--- config.mk ---
export PLATFORM = sky130hd
export DESIGN_NAME = tqvp_reg_arbiter_flat
export DESIGN_NICKNAME = d
export VERILOG_FILES = /design/src/rtl/tqvp_reg_arbiter_pkg.sv /design/src/rtl/tqvp_reg_arbiter_if.sv /design/src/rtl/tqvp_reg_arbiter_rr_pick2.sv /design/src/rtl/tqvp_reg_arbiter.sv /design/src/flat_wrapper.sv
export SDC_FILE = /design/constraint.sdc
export NUM_CORES = 1
export LEC_CHECK = 0
export ABC_AREA = 1
export BUFFER_PORTS_ARGS = -buffer_cell sky130_fd_sc_hd__buf_2
export CAP_MARGIN = 20
export CORE_MARGIN = 1
export CORE_UTILIZATION = 47
export CTS_BUF_LIST = sky130_fd_sc_hd__clkbuf_16
export CTS_CLUSTER_DIAMETER = 120
export CTS_CLUSTER_SIZE = 12
export DETAILED_ROUTE_END_ITERATION = 8
export PLACE_DENSITY = 0.91
export SLEW_MARGIN = 20
export SYNTH_ARGS = -nofsm -noshare
export SYNTH_HDL_FRONTEND = slang
export SYNTH_HIERARCHICAL = 1
export SYNTH_SLANG_ARGS = --single-unit
--- constraint.sdc ---
create_clock -name clk -period 2 [get_ports clk]
set_clock_uncertainty 0.15 [all_clocks]
set_input_delay 0.3 -clock clk [delete_from_list [all_inputs] [get_ports clk]]
set_output_delay 0.3 -clock clk [all_outputs]
set_load 0.005 [all_outputs]
--- src/rtl/tqvp_reg_arbiter_pkg.sv ---
// Shared types and constants for the two-master register-bus arbiter.
// Holds the FSM state enum, the bus width codes and the read-data mask helper.
package tqvp_arb_pkg;

  typedef enum logic [1:0] {
    S_IDLE = 2'd0,
    S_WR   = 2'd1,
    S_RD   = 2'd2
  } state_t;

  localparam logic [1:0]  TXN_NONE = 2'b11;
  localparam logic [1:0]  TXN_BYTE = 2'b00;
  localparam logic [1:0]  TXN_HALF = 2'b01;
  localparam logic [1:0]  TXN_WORD = 2'b10;
  localparam logic [31:0] TIMEOUT_DATA = 32'hFFFF_FFFF;

  function automatic logic [31:0] mask_width(input logic [31:0] d, input logic [1:0] w);
    logic [31:0] r;
    r = d;
    if (w == TXN_BYTE)      r = {24'd0, d[7:0]};
    else if (w == TXN_HALF) r = {16'd0, d[15:0]};
    return r;
  endfunction

endpackage

--- src/rtl/tqvp_reg_arbiter_if.sv ---
// Per-master register request port: request fields toward the arbiter,
// completion pulse and read data back to the master.
interface tqvp_reg_arbiter_if;
  logic [5:0]  address;
  logic [31:0] data_in;
  logic [1:0]  write_n;
  logic [1:0]  read_n;
  logic        ack;
  logic [31:0] data_out;

  modport master (output address, data_in, write_n, read_n, input ack, data_out);
  modport slave  (input address, data_in, write_n, read_n, output ack, data_out);
endinterface

--- src/rtl/tqvp_reg_arbiter_rr_pick2.sv ---
// Two-requester round-robin pick: prio names the requester that wins a tie.
module tqvp_rr_pick2 (
  input  logic [1:0] req,
  input  logic       prio,
  output logic       gnt,
  output logic       any
);
  always_comb begin
    any = |req;
    gnt = 1'b0;
    if (req == 2'b11) gnt = prio;
    else if (req[1])  gnt = 1'b1;
  end
endmodule

--- src/rtl/tqvp_reg_arbiter.sv ---
// Two-master round-robin arbiter onto a single peripheral register bus.
// Optional read timeout is compiled in with macro TQVP_ARB_TIMEOUT_EN.
module tqvp_reg_arbiter
  import tqvp_arb_pkg::*;
#(
  parameter int TIMEOUT_CYCLES = 255
) (
  input  logic                  clk,
  input  logic                  rst_n,
  tqvp_reg_arbiter_if.slave     m0,
  tqvp_reg_arbiter_if.slave     m1,
  output logic [5:0]            address,
  output logic [31:0]           data_in,
  output logic [1:0]            data_write_n,
  output logic [1:0]            data_read_n,
  input  logic [31:0]           data_out,
  input  logic                  data_ready,
  output logic                  timeout_err
);

  if (TIMEOUT_CYCLES < 1) begin : g_param_check
    $error("TIMEOUT_CYCLES must be at least 1");
  end

  state_t      state_q, state_d;
  logic [1:0]  req;
  logic        gnt, req_any, prio_q, sel_q;
  logic [1:0]  gnt_wr_n, gnt_rd_n, gnt_width, width_q;
  logic        gnt_is_wr;
  logic [5:0]  addr_q;
  logic [31:0] wdata_q, hold0_q, hold1_q, rdata;
  logic        tmo, rd_done, done;

  assign req[0] = (m0.write_n != TXN_NONE) || (m0.read_n != TXN_NONE);
  assign req[1] = (m1.write_n != TXN_NONE) || (m1.read_n != TXN_NONE);

  tqvp_rr_pick2 u_pick (.req(req), .prio(prio_q), .gnt(gnt), .any(req_any));

  // A request with both strobes active is resolved as a write.
  assign gnt_wr_n  = gnt ? m1.write_n : m0.write_n;
  assign gnt_rd_n  = gnt ? m1.read_n  : m0.read_n;
  assign gnt_is_wr = (gnt_wr_n != TXN_NONE);
  assign gnt_width = gnt_is_wr ? gnt_wr_n : gnt_rd_n;

  assign rd_done = (state_q == S_RD) && (data_ready || tmo);
  assign done    = (state_q == S_WR) || rd_done;
  assign rdata   = tmo ? TIMEOUT_DATA : mask_width(data_out, width_q);

  always_ff @(posedge clk or negedge rst_n) begin
    if (!rst_n) state_q <= S_IDLE;
    else        state_q <= state_d;
  end

  always_comb begin
    state_d = state_q;
    case (state_q)
      S_IDLE:  if (req_any) state_d = gnt_is_wr ? S_WR : S_RD;
      S_WR:    state_d = S_IDLE;
      S_RD:    if (rd_done) state_d = S_IDLE;
      default: state_d = S_IDLE;
    endcase
  end

  always_ff @(posedge clk or negedge rst_n) begin
    if (!rst_n) begin
      prio_q  <= 1'b0;
      sel_q   <= 1'b0;
      width_q <= TXN_NONE;
      addr_q  <= '0;
      wdata_q <= '0;
      hold0_q <= '0;
      hold1_q <= '0;
    end else begin
      if (state_q == S_IDLE && req_any) begin
        prio_q  <= ~gnt;
        sel_q   <= gnt;
        width_q <= gnt_width;
        addr_q  <= gnt ? m1.address : m0.address;
        wdata_q <= gnt ? m1.data_in : m0.data_in;
      end
      if (rd_done && !sel_q) hold0_q <= rdata;
      if (rd_done &&  sel_q) hold1_q <= rdata;
    end
  end

  always_comb begin
    address      = addr_q;
    data_in      = wdata_q;
    data_write_n = (state_q == S_WR) ? width_q : TXN_NONE;
    data_read_n  = (state_q == S_RD) ? width_q : TXN_NONE;
    m0.ack       = done && !sel_q;
    m1.ack       = done &&  sel_q;
    m0.data_out  = (rd_done && !sel_q) ? rdata : hold0_q;
    m1.data_out  = (rd_done &&  sel_q) ? rdata : hold1_q;
  end

`ifdef TQVP_ARB_TIMEOUT_EN
  localparam int CNT_W = (TIMEOUT_CYCLES < 2) ? 1 : $clog2(TIMEOUT_CYCLES);
  logic [CNT_W-1:0] cnt_q;
  logic             tmo_err_q;

  // Counts completed RD cycles; the last allowed cycle forces completion.
  assign tmo = (state_q == S_RD) && !data_ready && (cnt_q == CNT_W'(TIMEOUT_CYCLES - 1));
  assign timeout_err = tmo_err_q;

  always_ff @(posedge clk or negedge rst_n) begin
    if (!rst_n) begin
      cnt_q     <= '0;
      tmo_err_q <= 1'b0;
    end else begin
      cnt_q <= (state_q == S_RD && !rd_done) ? cnt_q + 1'b1 : '0;
      if (tmo) tmo_err_q <= 1'b1;
    end
  end
`else
  assign tmo = 1'b0;
  assign timeout_err = 1'b0;
`endif

endmodule

--- src/flat_wrapper.sv ---
// flat-port wrapper written by rule: the top's interface ports become plain ports
module tqvp_reg_arbiter_flat import tqvp_arb_pkg::*;
#(
  parameter int TIMEOUT_CYCLES = 255
)
  (clk, rst_n, address, data_in, data_write_n, data_read_n, data_out, data_ready, timeout_err, m0_address, m0_data_in, m0_write_n, m0_read_n, m0_ack, m0_data_out, m1_address, m1_data_in, m1_write_n, m1_read_n, m1_ack, m1_data_out);
  tqvp_reg_arbiter_if m0_i ();
  tqvp_reg_arbiter_if m1_i ();
  input  logic clk;
  input  logic rst_n;
  output logic [5:0] address;
  output logic [31:0] data_in;
  output logic [1:0] data_write_n;
  output logic [1:0] data_read_n;
  input  logic [31:0] data_out;
  input  logic data_ready;
  output logic timeout_err;
  input wire logic [$bits(m0_i.address)-1:0] m0_address;
  input wire logic [$bits(m0_i.data_in)-1:0] m0_data_in;
  input wire logic [$bits(m0_i.write_n)-1:0] m0_write_n;
  input wire logic [$bits(m0_i.read_n)-1:0] m0_read_n;
  output wire logic [$bits(m0_i.ack)-1:0] m0_ack;
  output wire logic [$bits(m0_i.data_out)-1:0] m0_data_out;
  input wire logic [$bits(m1_i.address)-1:0] m1_address;
  input wire logic [$bits(m1_i.data_in)-1:0] m1_data_in;
  input wire logic [$bits(m1_i.write_n)-1:0] m1_write_n;
  input wire logic [$bits(m1_i.read_n)-1:0] m1_read_n;
  output wire logic [$bits(m1_i.ack)-1:0] m1_ack;
  output wire logic [$bits(m1_i.data_out)-1:0] m1_data_out;
  assign m0_i.address = m0_address;
  assign m0_i.data_in = m0_data_in;
  assign m0_i.write_n = m0_write_n;
  assign m0_i.read_n = m0_read_n;
  assign m0_ack = m0_i.ack;
  assign m0_data_out = m0_i.data_out;
  assign m1_i.address = m1_address;
  assign m1_i.data_in = m1_data_in;
  assign m1_i.write_n = m1_write_n;
  assign m1_i.read_n = m1_read_n;
  assign m1_ack = m1_i.ack;
  assign m1_data_out = m1_i.data_out;
  tqvp_reg_arbiter #(.TIMEOUT_CYCLES(TIMEOUT_CYCLES)) u_core (.clk(clk), .rst_n(rst_n), .m0(m0_i), .m1(m1_i), .address(address), .data_in(data_in), .data_write_n(data_write_n), .data_read_n(data_read_n), .data_out(data_out), .data_ready(data_ready), .timeout_err(timeout_err));
endmodule
==> run_results.csv <==
group,metric,value,unit
finish,drive_above_1_share,44.1,%
timing,hold_viol,0,
power,p_int,6780,uW
routing,num_vias,5745,
clocking,clk_latency,0.33,ns
power,ir_drop,888,uV
finish,layout_commonest_cell,"nand2_1",
global_route,grt_usage,28.3,%
timing,fmax,431,MHz
logic_synthesis,synth-compound-area-share,2.19,%
logic_synthesis,yosys.area_share.simple,36.9,%
logic_synthesis,ys_seq_area_share,53.7,%
logic_synthesis,mappedNetlistNets,796,
clocking,clk_path_buf_depth,2,
global_route,grt_pass1_wl,24700,um
worst_setup_path,startpoint_type,"flop",
worst_setup_path,reg2reg_from,"u_core/width_q[0]$_DFFE_PN1P_",
power,swShare,42.3,%
routing,drtAntennaViolNets,0,
status,violations,"setup timing",
run,drv.max_cap_violation_count,0,
routing,drtIter0Drc,521,
global_route,grt_pass1_vias,5269,
worst_setup_path,worstSetupEndpointType,"output pin",
timing,post-route-period-util,116,%
place,portBuffers,226,
place,gp_congestion,0.839,
die,start_util,48.6,%
power,p_clk_share,14.4,%
timing,finalCriticalPeriod,2.32,ns
finish,syn_to_final_growth,51.5,%
timing,hold-worst-slack,0.0969,ns
hold_path,hp-class,"in -> reg",
routing,drc,0,
logic_synthesis,synth.avg_cell_area,7.44,um^2
logic_synthesis,synth_cell_type_count,20,
worst_setup_path,cp-startpoint,"u_core/width_q[1]$_DFFE_PN1P_",
place,dp_slack,-0.0957,ns
logic_synthesis,syn_area,5040,um^2
logic_synthesis,synthTopCellsByArea,"dfrtp_1, nand2_1, nor2_1",
die,die_area,11100,um^2
worst_setup_path,r2r-end,"u_core/hold0_q[28]$_DFF_PN0_",
finish,final_cell_mix,"nand2_1, buf_2, dfrtp_1, buf_4, nand2_2",
logic_synthesis,synth_xor_area_share,0,%
worst_setup_path,rrSetupSlack,-0.14,ns
clocking,cts_buffers,9,
power,p_seq_share,31.4,%
logic_synthesis,synth_warnings,6,
clocking,clk_pin_slew,0.07,ns
logic_synthesis,synthMuxAreaShare,0,%
routing,wirelength,18500,um
global_route,grt_overflow,0,
routing,drt_pass1_iterations,6,
worst_setup_path,critPathKind,"reg -> out",
worst_setup_path,crit_arrival,1.87,ns
logic_synthesis,synth_area_leader_cell,"dfrtp_1",
power,p_sw,4970,uW
place,dp_hpwl,9530,um
timing,setup_viol,66,
logic_synthesis,synth_top_family_by_area,"simple AND/OR/NAND/NOR gates",
timing,finalWorstSetupSlack,-0.321,ns
die,fp.dieH,106,um
routing,vias_per_cell,5.26,
global_route,antenna_found_initial,1,
timing,slew_headroom,58.8,%
power,pwr-share-comb,54.2,%
die,io_pins,228,
power,powerDensity,1540,nW/um^2
finish,fin_nets,1070,
routing,wire_per_inst,16.9,um
power,p_leak,0.00460,uW
clocking,cts.sinks,108,
timing,rsz0062_at_grt,"yes",
clocking,cts_tree,"built",
status,outcome,"complete, but fails checks",
worst_setup_path,crit_required,1.55,ns
clocking,cts_root_buf,"clkbuf_16",
logic_synthesis,ys_ff_latch,108,
clocking,cts_max_level,3,
worst_setup_path,crit_end,"m1_data_out[9]",
timing,tightest_slew,0.617,ns
die,design.core.area,10400,um^2
die,core.rowCount,37,
global_route,grt_max_degree,41,
finish,final_util,73.6,%
die,die_w,106,um
timing,finalMaxSlewViolations,0,
logic_synthesis,synth_fa_ha_area_share,0,%
logic_synthesis,yosysTopAreaCellShare,52.7,%
worst_setup_path,worstRegToRegCells,13,
timing,tns,-7.54,ns
worst_setup_path,worstPathMaxFanout,11,
logic_synthesis,synthCells,677,
[synthesized netlist by cell type, drive strengths merged]
master	count
nand2	437
dfrtp	106
inv	32
nor2	32
buf	29
o21ai	19
nand3	7
clkbuf	5
a21oi	3
dfstp	2
nand4	2
clkinv	1
conb	1
or2	1
[critical path, stage by stage (launching register included)]
cell,delay [ns]
dfstp_2,0.55
buf_4,0.16
nor2_4,0.06
buf_12,0.15
nor2_2,0.14
nand2_1,0.20
nand2_1,0.15
buf_2,0.12
[through the flow]
stage | instances | instance area [um^2] | power, uW
final | 1093 | 7630 | 11800
after detailed placement | 1019 | 6310 | 8090
after CTS | 1079 | 7200 | 10800
after global routing | 1092 | 7630 | 12500
after floorplan | 677 | 5040 | 6340
after global placement | 1019 | 6310 | 7940
[flip-flops by register name, summed over array words and instances, names as in the netlist]
name            flops
u_core/hold1_q     32
u_core/state_q      2
u_core/prio_q       1
u_core/address      6
u_core/data_in     32
u_core/hold0_q     32
u_core/sel_q        1
u_core/width_q      2
[final cells by class]
cell class | instances | area [um^2]
clock inverter | 7 | 50.0
tap | 136 | 170
inverter | 33 | 124
timing repair buffer | 296 | 1930
antenna | 1 | 2.50
sequential | 108 | 2710
clock buffer | 9 | 225
multi-input combinational | 503 | 2420
fill | 711 | 2740
[routing by layer]
metal,part of all wire (%),wire length [um],vias up,track usage [%]
li1,-,-,2570,-
met1,34,6270,2661,32.3
met2,49,9090,407,51.7
met3,11,1960,107,6.49
met4,6.2,1140,0,10.0
met5,0,0,-,0
[kinds of logic (layout without fill, tap and decap cells)]
logic type,count (synthesis),in the layout
buf+inv,67,345
compound gates,22,22
flops,108,108
simple gates,479,480
other cells,1,2
[what timing repair did]
item	CTS	global route
hold buffers	1	0
hold endpoints to repair	31	0
gates cloned	4	2
setup buffers	39	12
pin swaps	20	26
gates resized for setup	53	90
setup endpoints to repair	64	66
[how the worst min path moves through the flow]
stage,slack [ns],from,endpoint,depth (start not counted)
floorplan,-0.15,rst_n,u_core/address[0]$_DFFE_PN0P_,0
global placement,0.15,rst_n,u_core/hold1_q[15]$_DFF_PN0_,1
detailed placement,0.15,rst_n,u_core/hold1_q[15]$_DFF_PN0_,1
CTS,0.08,data_out[4],u_core/hold1_q[4]$_DFF_PN0_,3
global route,0.10,m1_address[5],u_core/address[5]$_DFFE_PN0P_,5
finish,0.1,m0_address[3],u_core/address[3]$_DFFE_PN0P_,5
[power by group through the flow]
stage | clock (uW) | combinational, uW | sequential, uW
floorplan | 0 | 2730 | 3610
global placement | 0 | 4340 | 3600
detailed placement | 0 | 4480 | 3610
CTS | 1690 | 5480 | 3590
global route | 1810 | 6910 | 3760
finish | 1690 | 6370 | 3690
Power figures use the tool's default switching activity.
